**config.mk**
```make
export PLATFORM = sky130hd
export DESIGN_NAME = vram_addr_sequencer
export DESIGN_NICKNAME = d
export VERILOG_FILES = /design/src/rtl/vram_addr_sequencer.sv
export SDC_FILE = /design/constraint.sdc
export NUM_CORES = 1
export LEC_CHECK = 0
export CORE_MARGIN = 1.5
export CORE_UTILIZATION = 45
export CTS_CLUSTER_DIAMETER = 120
export DETAILED_ROUTE_END_ITERATION = 7
export GPL_TIMING_DRIVEN = 0
export MAX_ROUTING_LAYER = met4
export PLACE_DENSITY = 0.74
export SLEW_MARGIN = 20
export SYNTH_ARGS = -nofsm -noshare
export SYNTH_HDL_FRONTEND = slang
export SYNTH_SLANG_ARGS = --single-unit
```
**constraint.sdc**
```tcl
create_clock -name clk -period 5.2 [get_ports clk]
set_input_delay 1.04 -clock clk [delete_from_list [all_inputs] [get_ports clk]]
set_output_delay 1.04 -clock clk [all_outputs]
set_load 0.02 [all_outputs]
```
**src/rtl/vram_addr_sequencer.sv**
```systemverilog
// Four-phase character-cycle sequencer for the VRAM address mux: drives select/enable,
// produces the video scan address and slots one CPU access per character cycle.
`timescale 1ns / 1ps
module vram_addr_sequencer #(
    parameter int unsigned ADDR_W     = 12,
    parameter int unsigned SCAN_START = 0,
    parameter int unsigned SCAN_LAST  = 2047
) (
    input  logic              clk,
    input  logic              rst,
    input  logic              ce,
    input  logic              cpu_req,
    input  logic              cpu_rnw,
    input  logic              scan_restart,
    output logic              nSELA,
    output logic              nG,
    output logic [ADDR_W-1:0] scan_addr,
    output logic              vid_latch,
    output logic              nWE,
    output logic              cpu_ack,
    output logic              cpu_wait
);

    localparam logic [ADDR_W-1:0] L_START = ADDR_W'(SCAN_START);
    localparam logic [ADDR_W-1:0] L_LAST  = ADDR_W'(SCAN_LAST);

    typedef enum logic [1:0] {
        VID_SETUP  = 2'd0,
        VID_LATCH  = 2'd1,
        CPU_SETUP  = 2'd2,
        CPU_ACCESS = 2'd3
    } state_t;

    state_t            r_state;
    state_t            w_state_next;
    logic              r_pend;
    logic              w_pend_next;
    logic              r_rnw;
    logic              w_rnw_next;
    logic              r_restart;
    logic              w_restart_next;
    logic [ADDR_W-1:0] r_scan;
    logic [ADDR_W-1:0] w_scan_next;
    logic              r_nsela;
    logic              r_ng;
    logic              r_vid_latch;
    logic              r_nwe;
    logic              r_ack;
    logic              w_update;
    logic              w_ack_next;

    always_comb begin
        w_state_next = r_state;
        if (ce) begin
            case (r_state)
                VID_SETUP:  w_state_next = VID_LATCH;
                VID_LATCH:  w_state_next = CPU_SETUP;
                CPU_SETUP:  w_state_next = CPU_ACCESS;
                CPU_ACCESS: w_state_next = VID_SETUP;
                default:    w_state_next = VID_SETUP;
            endcase
        end
    end

    // Scan address and CPU capture both happen as the mux leaves the video phase,
    // so the B inputs never change while they are selected.
    always_comb begin
        w_update       = ce && (r_state == VID_LATCH);
        w_ack_next     = ce && (r_state == CPU_ACCESS) && r_pend;
        w_pend_next    = r_pend;
        w_rnw_next     = r_rnw;
        w_restart_next = r_restart | scan_restart;
        w_scan_next    = r_scan;
        if (w_update) begin
            w_pend_next    = cpu_req;
            w_rnw_next     = cpu_rnw;
            w_restart_next = 1'b0;
            if (r_restart || scan_restart) begin
                w_scan_next = L_START;
            end else if (r_scan == L_LAST) begin
                w_scan_next = L_START;
            end else begin
                w_scan_next = r_scan + ADDR_W'(1);
            end
        end else if (ce && (r_state == CPU_ACCESS)) begin
            w_pend_next = 1'b0;
        end
    end

    always_ff @(posedge clk) begin
        if (rst) begin
            r_state     <= VID_SETUP;
            r_pend      <= 1'b0;
            r_rnw       <= 1'b1;
            r_restart   <= 1'b0;
            r_scan      <= L_START;
            r_nsela     <= 1'b1;
            r_ng        <= 1'b1;
            r_vid_latch <= 1'b0;
            r_nwe       <= 1'b1;
            r_ack       <= 1'b0;
        end else begin
            r_state     <= w_state_next;
            r_pend      <= w_pend_next;
            r_rnw       <= w_rnw_next;
            r_restart   <= w_restart_next;
            r_scan      <= w_scan_next;
            // Outputs are registered from the next state so they change glitch-free with it.
            r_nsela     <= (w_state_next == VID_SETUP) || (w_state_next == VID_LATCH);
            r_ng        <= 1'b0;
            r_vid_latch <= (w_state_next == VID_LATCH);
            r_nwe       <= ~((w_state_next == CPU_ACCESS) && w_pend_next && !w_rnw_next);
            r_ack       <= w_ack_next;
        end
    end

    assign nSELA     = r_nsela;
    assign nG        = r_ng;
    assign scan_addr = r_scan;
    assign vid_latch = r_vid_latch;
    assign nWE       = r_nwe;
    assign cpu_ack   = r_ack;
    assign cpu_wait  = cpu_req & ~r_ack;

endmodule

```
==> summary by stage <==
Run status
The flow ran to the end, and the final reports show no timing, DRC or antenna violations.

Global route
The leftover overflow at the end of global routing is 0. The number of global-route vias before repair came to 791. The number of antenna violations at the first check in global routing is 0. The first global-routing pass estimated ~3.6 mm of wire. In the global route stage, overall resource usage came out at roughly a fifth. The pin count of the biggest net entering global routing is 12.

Die
Once the floorplan was initialized, standard cells occupied 48.8% of the core. The placeable core region is 2000 um2. The horizontal die dimension is 49.6 um. In this run the core area contains 16 standard-cell rows. During I/O placement, the number of pins put on the boundary was 24. The die covers 2460 um2. The floorplan die height is 49.6 um.

Critical path
The startpoint-to-endpoint class of the critical path is primary input to output port. Data arrives at the worst endpoint at 2.27 ns. In this design, the stage delay of the slowest critical-path cell is between 0.6 and 0.7 ns.

The number of buffers and inverters on the critical path is 2. STA classifies the critical path startpoint as a primary input. The largest individual stage delay along the critical path comes from the cell clkdlybuf4s50_1. The cell repeated most along the worst path is clkdlybuf4s50_1. Broken down by cell family, the worst path's largest delay share belongs to buffers and inverters. The highest net fanout along the worst path is 2. At the worst endpoint, the required time is approximately 4.2 ns. Walking the worst path, the cells encountered are clkdlybuf4s50_1, nor2b_1, clkdlybuf4s50_1. The endpoint kind of the worst setup timing path is an output port.

Clocking
The cell at the root of the clock tree is clkbuf_4. Counting the buffers created by CTS gives 3. The longest clock path from root to sink contains 2 buffers. The latest clock arrival within the worst-skew pair is 0.31 ns. CTS built an H-tree with a depth of 1. Hold repair after CTS inserted 0 buffers. The number of gates given a new drive strength after cts is 0.

The CTS tree is yes. The number of clock sinks seen by CTS is 22. The number of buffers inserted to repair setup after CTS is 0. The clock-pin slew on the worst setup and hold paths is 0.11 ns.

Power
In this run the power density over the cells is between 200 and 250 nW/um2. The share of total power in combinational logic is between 10 and 15%. For this design the static power due to leakage is 0.455 nW.

Net switching is 24.4% of the power. The internal power of the cells is 0.000214 W. The power spent charging and discharging nets is 0.0000693 W. The portion of total power attributed to sequential cells is 61.8%. Of the total power, the clock network draws 27.3%. The peak ir drop on the vdd network is 0.000200 V.

Synth
The netlist uses 41 different library cells. The leading area contributor after synthesis is dfxtp_1. The Yosys warning count is 0. The most frequent cell after synthesis is dfxtp_1. Each instance of the synthesized netlist takes up on average 9.21 um2. The synthesized design devotes to its leading area cell type 45.1% of total area. In this run, synthesis inferred 0 flip-flops with an integrated enable. Sequential cells were found to cover 45.1% of the synthesized design area. For this run, the leading register cell type out of synthesis is dfxtp_1.

The number of nets handed over by synthesis was 115. The share of flip-flops with an asynchronous set or reset is 0%. In this run, synthesis produced a sequential element count of 22. Ranked by instance count, the synthesized netlist is headed by dfxtp_1 (22), nor2_1 (10), nand2_1 (8). By area the synthesized netlist is led by dfxtp_1 (45%), ha_1 (3.8%), nor2_1 (3.8%). The number of cells produced by synthesis is 106.

The post-synthesis instance area is 976 um2.

Worst hold path
The type of the tightest min-delay check is register to register.

Timing
The clock period could shrink to 3.31 ns. Setup total negative slack on the finished layout was measured at 0 ns. The slew of the pin with the lowest slew margin is between 0.4 and 0.5 ns. The highest clock rate is 302 MHz. The setup violation total in the final timing report is 0. The final critical-path share of the clock period is a little under two thirds.

For the final database, setup skew stands at 0.00283 ns. Setup repair after global routing left no endpoint under its margin. Headroom to the max-slew limit came out at 70.2%. The count of endpoints failing hold in the final timing report was 0. The number of max-slew violations in the final report is 0. The final setup slack of the worst path is 1.89 ns.

Place
The number of buffers inserted by port buffering is 23. The total instance count after detailed placement is 156. The placer's final routability congestion estimate is 0.769. The HPWL after detailed placement is around 1.5 mm. OpenSTA, run right after detailed placement, puts the worst setup slack at 1.88 ns.

Final layout
The number of fill cells is 176. Leaving out filler cells and counting taps, the final layout contains 159. The combined area of the multi-input logic cells is 512 um2. The number of diodes added for antenna fixing is 0.

The area of all sequential standard cells is around 440 um2. The growth of design area from synthesis to finish is 29.4%. At the end of the flow the core is filled with cells to between 60% and 70%.

The post-route netlist has 6.82% of its cells at a drive strength greater than 1. The final-stage net count is 143.

Drt
The first detailed-routing pass ran for 4 iterations. Dividing the detail-routed wire length by the instance count gives 13.1 um. Dividing the detail-routed via count by the number of cells gives between 5 and 6. The antenna violation net count after detailed routing is 0. For this run, design rule violations remaining after detail routing come to 0.

The iteration-0 DRC count of the detailed router is 17. The detailed router placed 869 vias in this run. The final layout contains routed wiring with a total length of 2.08 mm.

Job
The number of maximum-capacitance constraint violations is 0.
## final cells by class
type | instances | share of cell area (%)
clock buffer | 3 | 1.78
multi-input combinational | 78 | 40.5
tap | 27 | 2.68
inverter | 3 | 0.892
buffer | 3 | 0.991
timing repair buffer | 23 | 18.2
sequential | 22 | 34.9
## placed cells by master, fill, tap and decap left out, types with 2 or more instances in the layout
| cell type | count |
|---|---|
| clkbuf_1 | 2 |
| ha_1 | 3 |
| nand2b_1 | 2 |
| or3_1 | 2 |
| nand2_1 | 8 |
| clkbuf_4 | 3 |
| xnor2_1 | 3 |
| o31ai_1 | 3 |
| nor2b_1 | 3 |
| nor2_1 | 10 |
| a21oi_1 | 5 |
| xor2_1 | 2 |
| a21o_1 | 2 |
| dfxtp_1 | 22 |
| clkdlybuf4s50_1 | 23 |
| inv_1 | 3 |
| nor3_1 | 4 |
| nand3_1 | 4 |
| o21ai_0 | 3 |
| or4_1 | 2 |
## power by group through the flow
stage	registers (W)	logic, W	clock network (W)
after floorplan	0.000181	0.0000149	0
after global placement	0.000179	0.0000302	0
after detailed placement	0.000179	0.0000311	0
after CTS	0.000175	0.0000312	0.0000794
after global routing	0.000176	0.0000342	0.0000870
final	0.000175	0.0000309	0.0000775
## sequential cells by signal, indices dropped and copies added (netlist names)
| register | flops |
|---|---|
| scan_addr | 12 |
| r_restart | 1 |
| r_rnw | 1 |
| r_state | 2 |
| vid_latch | 1 |
| r_pend | 1 |
| cpu_ack | 1 |
| nG | 1 |
| nSELA | 1 |
| nWE | 1 |
## metal layers
layer / global-route usage, % / routed length, um
met1: 24.3 / 987
met2: 31.3 / 963
met3: 3.64 / 73
met4: 11.1 / 55
met5: - / 0
## worst paths after layout
check	slack, ns	from	cells after the start	to
setup / recovery	1.89	cpu_req	3	cpu_wait
hold / removal	0.49	r_rnw	1	r_rnw
setup reg to reg	3.38	scan_addr[3]	4	scan_addr[11]
hold reg to reg	0.49	r_rnw	1	r_rnw
## per-stage QoR
step,total power (W),area [um2],hold slack (ns)
after floorplan,0.000196,976,0.433
after global placement,0.000209,1240,0.459
after detailed placement,0.000210,1240,0.463
after CTS,0.000286,1260,0.492
after global routing,0.000297,1260,0.504
final,0.000284,1260,0.491
## kinds of logic after synthesis
logic type	after synthesis	share of synthesized area, %
and+or+nand+nor	47	27.6
muxes	1	1.03
buffers and inverters	6	2.44
AOI/OAI and AO/OA	22	15.5
xor gates and xnor gates	5	4.49
DFF	22	45.1
adders and majority gates	3	3.85
No activity file was read; power rests on OpenSTA's default activity.
